`src/rtl/alu_rr_scheduler.sv`:
```
// rtl/alu_rr_scheduler.sv - round-robin scheduler sharing one combinational ALU between two requesters
module alu_rr_scheduler #(
   parameter int EXEC_CYCLES = 1
) (
   input  logic        clk,
   input  logic        reset,
   input  logic        req0_valid,
   output logic        req0_ready,
   input  logic [7:0]  req0_a,
   input  logic [7:0]  req0_b,
   input  logic [2:0]  req0_op,
   input  logic        req1_valid,
   output logic        req1_ready,
   input  logic [7:0]  req1_a,
   input  logic [7:0]  req1_b,
   input  logic [2:0]  req1_op,
   output logic        rsp_valid,
   input  logic        rsp_ready,
   output logic        rsp_id,
   output logic [15:0] rsp_result,
   output logic        rsp_err,
   output logic [7:0]  alu_a,
   output logic [7:0]  alu_b,
   output logic [2:0]  alu_opcode,
   output logic        alu_ena,
   input  logic [15:0] alu_result,
   output logic        busy
);

   localparam int CW = (EXEC_CYCLES > 1) ? $clog2(EXEC_CYCLES) : 1;

   generate
      if (EXEC_CYCLES < 1) begin : g_exec_cycles_check
         $error("EXEC_CYCLES must be at least 1");
      end
   endgenerate

   typedef enum logic [1:0] {
      IDLE = 2'd0,
      EXEC = 2'd1,
      RESP = 2'd2
   } state_t;

   state_t        state;
   state_t        state_nxt;
   logic          last_grant;
   logic [CW-1:0] counter;
   logic          grant_any;
   logic          grant_id;
   logic [7:0]    sel_a;
   logic [7:0]    sel_b;
   logic [2:0]    sel_op;

   // On a tie the requester that did not win last time gets the ALU.
   always_comb begin
      grant_any = req0_valid | req1_valid;
      grant_id  = (req0_valid && req1_valid) ? ~last_grant : req1_valid;
      sel_a     = grant_id ? req1_a  : req0_a;
      sel_b     = grant_id ? req1_b  : req0_b;
      sel_op    = grant_id ? req1_op : req0_op;
   end

   always_comb begin
      state_nxt  = state;
      req0_ready = 1'b0;
      req1_ready = 1'b0;
      case (state)
         IDLE: begin
            if (grant_any) begin
               req0_ready = ~grant_id;
               req1_ready = grant_id;
               state_nxt  = EXEC;
            end
         end
         EXEC: begin
            if (counter == '0) begin
               state_nxt = RESP;
            end
         end
         RESP: begin
            if (rsp_ready) begin
               state_nxt = IDLE;
            end
         end
         default: state_nxt = IDLE;
      endcase
   end

   assign alu_ena   = (state == EXEC);
   assign rsp_valid = (state == RESP);
   assign busy      = (state != IDLE);

   always_ff @(posedge clk) begin
      if (reset) begin
         state      <= IDLE;
         last_grant <= 1'b1;
         counter    <= '0;
         alu_a      <= '0;
         alu_b      <= '0;
         alu_opcode <= '0;
         rsp_id     <= 1'b0;
         rsp_result <= '0;
         rsp_err    <= 1'b0;
      end else begin
         state <= state_nxt;
         case (state)
            IDLE: begin
               if (grant_any) begin
                  alu_a      <= sel_a;
                  alu_b      <= sel_b;
                  alu_opcode <= sel_op;
                  rsp_id     <= grant_id;
                  last_grant <= grant_id;
                  counter    <= CW'(EXEC_CYCLES - 1);
               end
            end
            EXEC: begin
               if (counter != '0) begin
                  counter <= counter - CW'(1);
               end else begin
                  rsp_result <= alu_result;
                  rsp_err    <= ((alu_opcode == 3'b011) || (alu_opcode == 3'b100))
                                && (alu_b == 8'd0);
               end
            end
            default: ;
         endcase
      end
   end

endmodule

```
`config.mk`:
```
export PLATFORM = sky130hd
export DESIGN_NAME = alu_rr_scheduler
export DESIGN_NICKNAME = d
export VERILOG_FILES = /design/src/rtl/alu_rr_scheduler.sv
export SDC_FILE = /design/constraint.sdc
export NUM_CORES = 1
export LEC_CHECK = 0
export ABC_AREA = 1
export CAP_MARGIN = 30
export CORE_ASPECT_RATIO = 0.8
export CORE_MARGIN = 10
export CORE_UTILIZATION = 53
export CTS_CLUSTER_DIAMETER = 100
export DETAILED_ROUTE_END_ITERATION = 8
export DONT_BUFFER_PORTS = 1
export PLACE_DENSITY = 0.79
export SLEW_MARGIN = 10
export SYNTH_ARGS = -nofsm -noshare
export SYNTH_HDL_FRONTEND = slang
export SYNTH_SLANG_ARGS = --single-unit
```
`constraint.sdc`:
```
create_clock -name clk -period 1 [get_ports clk]
set_input_delay 0.2 -clock clk [delete_from_list [all_inputs] [get_ports clk]]
set_output_delay 0.2 -clock clk [all_outputs]
set_load 0.005 [all_outputs]
```
After elaboration in Yosys (flattened, before gate mapping)
Index checks and enable logic that the tools add are counted.
{"block": "op_classes", "n_eq_ne": 7, "bitwise": 4, "muxes": 15, "reduce_logical": 11, "n_addsub": 1}
{"cell": "$mux 8", "n": 2}
{"cell": "$logic_not 8->1", "n": 1}
{"cell": "$mux 1", "n": 7}
{"cell": "$mux 2", "n": 3}
{"cell": "$pmux 2 s3", "n": 1}
{"cell": "$reduce_and 2->1", "n": 3}
{"cell": "$ne 2x2->1 const B", "n": 2}
{"cell": "$reduce_bool 2->1", "n": 2}
{"cell": "$eq 3x2->1 const B", "n": 1}
{"cell": "$eq 3x3->1 const B", "n": 1}
{"cell": "$mux 3", "n": 1}
{"cell": "$not 1->1", "n": 3}
{"cell": "$reduce_and 3->1", "n": 1}
{"cell": "$eq 2x1->1 const B", "n": 1}
{"cell": "$eq 2x2->1 const B", "n": 1}
{"cell": "$logic_and 1x1->1", "n": 2}
{"cell": "$logic_not 2->1", "n": 1}
{"cell": "$ne 2x1->1 const B", "n": 1}
{"cell": "$pmux 1 s2", "n": 1}
{"cell": "$logic_or 1x1->1", "n": 1}
{"cell": "$or 1x1->1", "n": 1}
{"cell": "$sub 1x1->1 const B", "n": 1}
{"block": "word_totals", "output_inout_bits": 42, "regBits": 41, "wordCells": 47, "inputBits": 59}

Depth between registers and ports, before layout
Gate-level depths: netlist of the first run.
{"block": "depth", "depth_word": 5, "mapped_depth": 8, "mapped_depth_nobuf": 7}

Worst setup path after synthesis of the first run
No wires, ideal clock.
{"block": "synth_timing", "path_type": "flip-flop to output port", "startpoint": "register last_grant", "endpoint": "output req0_ready", "path_buffers": 1, "path_slack_ps": -42, "stages_incl_launch_ff": 6, "required_ps": 800, "t_arrival_ps": 842, "path_cell_list": "dfxtp_1 > nand2_4 > nand2_8 > inv_6 > buf_8 > nor2_1"}
{"block": "synth_via", "elab_chain_cells": 5}
{"element": "start: declaration", "line": "46", "text": "logic last_grant;"}
{"element": "start signal: assignment", "line": "113", "text": "last_grant <= grant_id;"}
{"element": "$not 1->1", "line": "57", "text": "grant_id = (req0_valid && req1_valid) ? ~last_grant : req1_valid;"}
{"element": "$mux 1", "line": "57"}
{"element": "$not 1->1", "line": "70", "text": "req0_ready = ~grant_id;"}
{"element": "$mux 1", "line": "69", "text": "if (grant_any) begin"}
{"element": "$mux 1", "line": "67", "text": "case (state)"}
{"element": "end: declaration", "line": "8", "text": "output logic req0_ready,"}
Every way passes these cells.

Worst setup path after layout of the first run
{"block": "layout_timing", "startpoint": "register state[1]", "endpoint": "output req0_ready"}
{"block": "layout_via", "elab_chain_cells": 2}
{"element": "start: declaration", "line": "44", "text": "state_t state;"}
{"element": "start signal: assignment", "line": "105", "text": "state <= state_nxt;"}
{"element": "$logic_not 2->1", "line": "67"}
{"element": "$mux 1", "line": "67"}
Every way passes these cells.

==> metrics.cfg, run 1 <==
[timing]
finalCriticalPeriod_ns=1.290
skew_ns=0.005447
setup_viol=44
final_hold_viol_count=0
setup_ws_ns=-0.2901
timing.fmax_mhz=775.2
slew_viol_final=0
period_share=1.290
relSlewSlack=0.6031
rsz0062_at_grt=yes
tightest_slew_ns=0.5954

[synthesis]
synth_mux_area_frac=0
synth.distinct_cells=22
avgSynthCellArea_um2=6.957
syn-cell-area_um2=1851
synth_xor_area_frac=0
yosysTopAreaCell=dfxtp_1
ys.flop_type=dfxtp_1
synth-compound-area-share=0.1102
synth_nets=325
synth_seq_cells=40
synth_top_family_by_area=simple AND/OR/NAND/NOR gates
async_reset_ff_frac=0
ys_top_cells_by_count=nor2_1, nand2_1, dfxtp_1
synth-simple-area-share=0.3570
synth_warnings=0
netlist_instances=266
synth.area.top_cells=dfxtp_1, nor2_1, nand2_1, o21ai_0, nor2_2
seq_area_frac_synth=0.4327
synth.top_cell.area_share=0.4327
synth_edf_count=0
synthMostInstantiatedCell=nor2_1
synth_fa_ha_area_frac=0

[final_layout]
nFillCells=279
fin_util=0.7126
layout-drive-gt1-share=0.3460
num_antenna_cells=0
area_delta_synth_final_pct=30.90
fin_area_um2=2422
layout.nets=347

[pwr]
p_per_area_nw_per_um2=1811
peakVddDrop_mv=0.9726
p_leak_nw=1.103
total_power_w=0.004386

[placed_design]
place_congestion=0.7499
place.port_buffers=0
dp_hpwl_um=3792
post_dp_cell_area_um2=1943

[floorplan]
start_util=0.5444
fp.dieH_um=72.85
fp.dieArea_um2=6270
core_um2=3400
fp.dieW_um=86.07
rows=19
num_io_pins=101

[worst_setup_path]
critPathMaxFanout=3
rrSetupSlack_ns=-0.24
critPathRequiredTime_ns=0.80
path_class=reg -> out
endpoint_kind=output port
reg2reg_from=state[1]
r2r_end=alu_opcode[2]
crit_path_start=state[1]
rr_worst_depth=8
arrival_ns=1.09
cp-start-kind=register

[drt]
vias_per_cell=5.230
wl_um=5531
drtIter0Drc=78
post-route-drc-count=0
wire_per_inst_um=16.71
ant_nets=0
dr.pass1.iters=4
vias=1731

[clocking]
clk_pin_slew_ns=0.07
h-tree-depth=2
numCtsBuffers=5
clk_path_buf_depth=2
clk_latency_ns=0.29
cts_root_buf=clkbuf_8
tritoncts=done
clock-sinks=40

[run_status]
violations=setup timing
status=complete, but fails checks

[flow_run]
drv_cap=0

[grt]
grt_max_degree=23
globalRoute.totalOverflow=0
track_usage=0.1535
grt_pass1_wl_um=7886
first_global_vias=1672
grt_antenna_before_repair=0

[hold_path]
min_delay_worst_endpoint=rsp_result[14]
holdPathStages=2
worstHoldPathType=in -> reg
hold_path_startpoint=alu_result[14]

[per-stage QoR]
step	hold WS [ns]	std cells	TNS, ns	setup WS [ns]
final	0.03680	331	-7.027	-0.2901
after global routing	0.03604	331	-9.908	-0.3376
after CTS	0.04184	326	-5.065	-0.2656
after detailed placement	0.2671	310	-1.596	-0.09672
after global placement	0.2686	310	-0.4254	-0.06456
after floorplan	0.2617	266	-0.3394	-0.02926
[cell type report]
cell class                 count  area (um^2)  share of cell area
clock buffer                   7        96.34             0.03977
timing repair buffer          26        286.5              0.1183
sequential                    40        808.3              0.3337
tap                           42        52.55             0.02169
clock inverter                 1        30.03             0.01240
timing repair inverter         3        28.78             0.01188
multi-input combinational    193         1020              0.4210
inverter                      19        100.1             0.04132
[worst max path at each step]
stage | endpoint | slack (ns) | cells past startpoint
5_1_grt | req0_ready | -0.34 | 4
6_report | req0_ready | -0.29 | 4
3_5_place_dp | req0_ready | -0.1 | 4
2_1_floorplan | req1_ready | -0.03 | 6
3_3_place_gp | req0_ready | -0.06 | 4
4_1_cts | req0_ready | -0.27 | 4
[registers in the layout, summed over array words and instances (netlist names)]
signal	cells
state	2
rsp_result	16
rsp_id	1
rsp_err	1
alu_a	8
last_grant	1
alu_opcode	3
alu_b	8
[routing by layer]
| layer | share of wire | global-route usage | vias up |
|---|---|---|---|
| met5 | 0 | 0 | - |
| met4 | 0.016 | 0.03832 | 0 |
| met3 | 0.11 | 0.09375 | 11 |
| met2 | 0.50 | 0.2547 | 62 |
| met1 | 0.37 | 0.1615 | 790 |
| li1 | - | - | 868 |
[kinds of logic (layout without fill, tap and decap cells)]
kind of cell	Yosys count	count (layout)
simple gates	153	153
buf+inv	33	56
compound gates	40	40
flops	40	40
[cells in the final DEF, fill, tap and decap left out, types with 2 or more instances in the layout]
cell type  count
a21oi_1        3
a21oi_2        8
buf_12         3
buf_4         11
buf_6          9
buf_8          2
clkbuf_8       7
dfxtp_1       36
dfxtp_2        3
inv_1         14
inv_2          3
inv_6          2
nand2_1       51
nand2_2        9
nand2_4        4
nand3_1        8
nor2_1        53
nor2_2        19
nor2_4         6
o21ai_0       12
o21ai_1       10
o21ai_2        6
[power breakdown]
part / internal, W / total [W] / switching (W) / leakage, nW
Sequential: 0.00177 / 0.00193 / 0.000162 / 0.331
Clock: 0.000880 / 0.00142 / 0.000543 / 0.0645
Combinational: 0.000467 / 0.00103 / 0.000567 / 0.707
Total: 0.00312 / 0.00439 / 0.00127 / 1.10
[worst max-delay path, stage by stage, from the launching register on]
cell	delay, ns
dfxtp_4	0.37
nor2_4	0.11
buf_6	0.13
o21ai_4	0.08
nor2_4	0.12
[timing repair]
item,in CTS,in global routing
endpoints found under the hold margin,11,0
gates resized for setup,40,46
pin swaps,14,2
buffers inserted,6,3
setup endpoints to repair,43,46
hold buffers,1,0
gates cloned,1,3
(Power assumes the default switching activity.)
==> run 2: changes to the inputs <==
--- a/config.mk
+++ b/config.mk
@@ -6,14 +6,15 @@
 export NUM_CORES = 1
 export LEC_CHECK = 0
 export ABC_AREA = 1
+export ABC_CLOCK_PERIOD_IN_PS = 1000
 export CAP_MARGIN = 30
 export CORE_ASPECT_RATIO = 0.8
 export CORE_MARGIN = 10
-export CORE_UTILIZATION = 53
+export CORE_UTILIZATION = 28
 export CTS_CLUSTER_DIAMETER = 100
 export DETAILED_ROUTE_END_ITERATION = 8
 export DONT_BUFFER_PORTS = 1
-export PLACE_DENSITY = 0.79
+export PLACE_DENSITY = 0.51
 export SLEW_MARGIN = 10
 export SYNTH_ARGS = -nofsm -noshare
 export SYNTH_HDL_FRONTEND = slang
==> metrics.cfg, run 2 (same netlist as run 1, synthesis figures left out) <==
[run_status]
status=complete, but fails checks
violations=setup timing

[hold_path]
min_delay_worst_endpoint=rsp_result[11]
worstHoldPathType=in -> reg
hold_path_startpoint=alu_result[11]
holdPathStages=2

[drt]
vias_per_cell=4.325
dr.pass1.iters=4
wl_um=5347
wire_per_inst_um=14.15
ant_nets=0
drtIter0Drc=59
vias=1635
post-route-drc-count=0

[final_layout]
final_cell_mix=nor2_1, nand2_1, dfxtp_1
reg_top3=rsp_result: 16 flops, alu_a: 8 flops, alu_b: 8 flops
num_antenna_cells=0
area_delta_synth_final_pct=25.76
layout-drive-gt1-share=0.2585
layout.nets=352
regMostFlops=rsp_result
nFillCells=684
layout_commonest_cell=nor2_1
largest_register_ffs=16
fin_cells=378

[clocking]
clk_path_buf_depth=2
clk_pin_slew_ns=0.07
numCtsBuffers=5
h-tree-depth=2
clock-sinks=40
cts_root_buf=clkbuf_8
tritoncts=done
clk_latency_ns=0.28

[worst_setup_path]
path_class=reg -> out
endpoint_kind=output port
reg2reg_from=state[0]
arrival_ns=1.06
rrSetupSlack_ns=-0.22
critPathRequiredTime_ns=0.80
critPathMaxFanout=3
cp-start-kind=register
r2r_end=alu_b[3]
rr_worst_depth=8

[floorplan]
fp.dieW_um=110.9
core_um2=6409
num_io_pins=101
fp.dieH_um=92.72
fp.dieArea_um2=10280
rows=26
start_util=0.2888

[timing]
timing.fmax_mhz=791.2
finalCriticalPeriod_ns=1.264
slew_viol_final=0
setup_viol=44
rsz0062_at_grt=yes
period_share=1.264
final_hold_viol_count=0
relSlewSlack=0.6746
finalSetupTns_ns=-5.880
tightest_slew_ns=0.4865
skew_ns=0.003036
setup_ws_ns=-0.2639

[pwr]
p_per_area_nw_per_um2=1688
peakVddDrop_mv=0.5144
comb_power_share=0.236
p_leak_nw=1.077
p_int_w=0.002773
pwr-share-seq=0.487
netSwitchingFraction=0.2942
pwr-share-clk=0.277
power_switching_w=0.001155

[grt]
grt_max_degree=23
grt_antenna_before_repair=0
track_usage=0.09949
first_global_vias=1652
globalRoute.totalOverflow=0
grt_pass1_wl_um=8521

[placed_design]
dp_hpwl_um=4176
placed_cells=363
place.port_buffers=0
pre_cts_ws_ns=-0.1385
place_congestion=0.7234

[flow_run]
drv_cap=0

run 2: per-layer routing:
metal | global-route usage | vias to the layer above | share of wire
met1 | 0.1152 | 696 | 0.42
li1 | - | 875 | -
met2 | 0.1529 | 59 | 0.45
met4 | 0.02273 | 0 | 0.0058
met3 | 0.06125 | 5 | 0.12
met5 | 0 | - | 0
run 2: timing repair:
| action | 4_1_cts | 5_1_grt |
|---|---|---|
| hold buffers | 1 | 0 |
| endpoints found under the hold margin | 11 | 0 |
| setup buffers | 6 | 0 |
| pin swaps | 10 | 0 |
| resized for setup | 24 | 3 |
| setup endpoints to repair | 47 | 46 |
run 2: how the worst max path moves through the flow:
stage                           from        endpoint  slack (ns)  cells after the start
after detailed placement    state[0]  rsp_result[14]       -0.14                      5
after CTS                   state[0]         alu_ena       -0.28                      4
after global routing        state[0]         alu_ena       -0.34                      4
after global placement      state[0]   rsp_result[5]       -0.11                      5
after floorplan           last_grant      req1_ready       -0.03                      6
final                       state[0]         alu_ena       -0.26                      4
run 2: area by class of cell:
type                       count  area, um^2  area share
tap                           84       105.1     0.04516
multi-input combinational    193       915.9      0.3935
clock buffer                   8       90.09     0.03871
timing repair buffer          34       325.3      0.1398
inverter                      19       78.83     0.03387
sequential                    40       812.0      0.3489
run 2: power by group through the flow:
| stage | clock [W] | combinational [W] | sequential, W |
|---|---|---|---|
| floorplan | 0 | 0.000572 | 0.00191 |
| global placement | 0 | 0.000801 | 0.00195 |
| detailed placement | 0 | 0.000809 | 0.00195 |
| CTS | 0.00116 | 0.000938 | 0.00192 |
| global route | 0.00122 | 0.00105 | 0.00194 |
| finish | 0.00109 | 0.000927 | 0.00191 |
run 2: worst max-delay path, stage by stage, from the launching register on:
cell and delay (ns):
dfxtp_2 0.37, inv_1 0.07, nor2_4 0.14, buf_6 0.11
buf_4 0.09
run 2: through the flow:
| step | area, um^2 | power [W] | hold WS [ns] | utilization |
|---|---|---|---|---|
| global placement | 2091 | 0.002751 | 0.2693 | 0.3262 |
| global route | 2327 | 0.004207 | 0.04033 | 0.3631 |
| CTS | 2320 | 0.004015 | 0.03585 | 0.3620 |
| finish | 2327 | 0.003928 | 0.04919 | 0.3631 |
| floorplan | 1862 | 0.002485 | 0.2617 | - |
| detailed placement | 2091 | 0.002762 | 0.2664 | 0.3262 |
==> run 3: changes to the inputs <==
--- a/config.mk
+++ b/config.mk
@@ -9,7 +9,6 @@
 export ABC_CLOCK_PERIOD_IN_PS = 1000
 export CAP_MARGIN = 30
 export CORE_ASPECT_RATIO = 0.8
-export CORE_MARGIN = 10
 export CORE_UTILIZATION = 28
 export CTS_CLUSTER_DIAMETER = 100
 export DETAILED_ROUTE_END_ITERATION = 8
==> metrics.cfg, run 3 (same netlist as run 1, synthesis figures left out) <==
[run_status]
status=complete, but fails checks
violations=setup timing

[placed_design]
place.port_buffers=0
dp_hpwl_um=3172
place_congestion=0.7013
post_dp_cell_area_um2=1976
pre_cts_ws_ns=-0.08317
placed_cells=351

[grt]
first_global_vias=1549
grt_pass1_wl_um=7086
track_usage=0.1325
globalRoute.totalOverflow=0
grt_max_degree=25
grt_antenna_before_repair=0

[floorplan]
fp.dieH_um=74.72
rows=26
start_util=0.2902
core_um2=6376
num_io_pins=101
fp.dieW_um=92.89
fp.dieArea_um2=6940

[final_layout]
layout_commonest_cell=nor2_1
fin_area_um2=2526
regMostFlops=rsp_result
fin_cells=372
layout.nets=346
num_antenna_cells=0
final_cell_mix=nor2_1, nand2_1, dfxtp_1
largest_register_ffs=16
nFillCells=693
area_delta_synth_final_pct=36.51
reg_top3=rsp_result: 16 flops, alu_a: 8 flops, alu_b: 8 flops
layout-drive-gt1-share=0.3611

[drt]
vias=1688
post-route-drc-count=0
vias_per_cell=4.538
ant_nets=0
drtIter0Drc=24
wire_per_inst_um=13.08
dr.pass1.iters=4
wl_um=4864

[timing]
rsz0062_at_grt=yes
finalCriticalPeriod_ns=1.260
slew_viol_final=0
relSlewSlack=0.5117
timing.fmax_mhz=793.4
tightest_slew_ns=0.7325
final_hold_viol_count=0
period_share=1.260
skew_ns=0.007278
setup_viol=44
setup_ws_ns=-0.2604

[pwr]
peakVddDrop_mv=0.6294
p_leak_nw=1.148
p_per_area_nw_per_um2=1701
total_power_w=0.004297

[clocking]
cts_root_buf=clkbuf_8
clock-sinks=40
h-tree-depth=2
tritoncts=done
clk_pin_slew_ns=0.08
clk_path_buf_depth=2
numCtsBuffers=5
clk_latency_ns=0.29

[hold_path]
worstHoldPathType=in -> reg

[worst_setup_path]
endpoint_kind=output port
critPathMaxFanout=3
arrival_ns=1.06
path_class=reg -> out
critPathRequiredTime_ns=0.80
cp-start-kind=register

[flow_run]
drv_cap=0

run 3: changes by cell type in the layout (fill, tap and decap cells not counted), sizes merged:
cell,delta
bufinv,+1
dlymetal6s4s,+1
buf,-8
clkbuf,-2
inv,+1
clkinv,+2
dlygate4sd3,-1
run 3: routing by layer:
layer	share of wire	wire, um	global-route usage
met1	0.43	2091	0.1558
met2	0.47	2299	0.2165
met3	0.086	419	0.05354
met4	0.011	53	0.05812
met5	0	0	0
run 3: power by group:
part / total [W] / switching, W / internal (W)
Sequential: 0.00193 / 0.000167 / 0.00177
Combinational: 0.00105 / 0.000574 / 0.000475
Clock: 0.00132 / 0.000574 / 0.000741
Total: 0.00430 / 0.00132 / 0.00298
run 3: cell type report:
type                       count  area [um^2]  area share
multi-input combinational    193         1089      0.4309
tap                           84        105.1     0.04160
timing repair inverter         2        22.52    0.008915
timing repair buffer          26        282.8      0.1119
clock inverter                 2        35.03     0.01387
inverter                      19        110.1     0.04359
sequential                    40        809.5      0.3205
clock buffer                   6        72.57     0.02873
run 3: worst paths after layout:
check / slack, ns / end / from / cells after the start
max reg2reg: -0.20 / alu_b[6] / state[0] / 7
max: -0.26 / req0_ready / state[0] / 4
min: 0.04 / rsp_result[14] / alu_result[14] / 2
min reg2reg: 0.50 / rsp_id / rsp_id / 2
run 3: per-stage QoR:
| step | utilization | TNS, ns | hold WS, ns |
|---|---|---|---|
| global placement | 0.3099 | -0.9387 | 0.2679 |
| global route | 0.3962 | -7.826 | 0.03038 |
| floorplan | - | -0.3394 | 0.2617 |
| detailed placement | 0.3099 | -1.648 | 0.2677 |
| finish | 0.3962 | -5.001 | 0.03642 |
| CTS | 0.3652 | -5.287 | 0.02450 |
run 3: what timing repair did:
| action | 4_1_cts | 5_1_grt |
|---|---|---|
| endpoints found under the setup margin | 41 | 45 |
| hold buffers | 1 | 0 |
| endpoints found under the hold margin | 11 | 0 |
| pin swaps | 13 | 22 |
| gates resized for setup | 68 | 38 |
| cloned | 3 | 1 |
| setup buffers | 4 | 4 |
run 3: worst max-delay path: stages (launching register included):
cell and delay (ns):
dfxtp_4 0.36, nor2_4 0.12, buf_6 0.12, o21ai_4 0.07
nor2_4 0.10
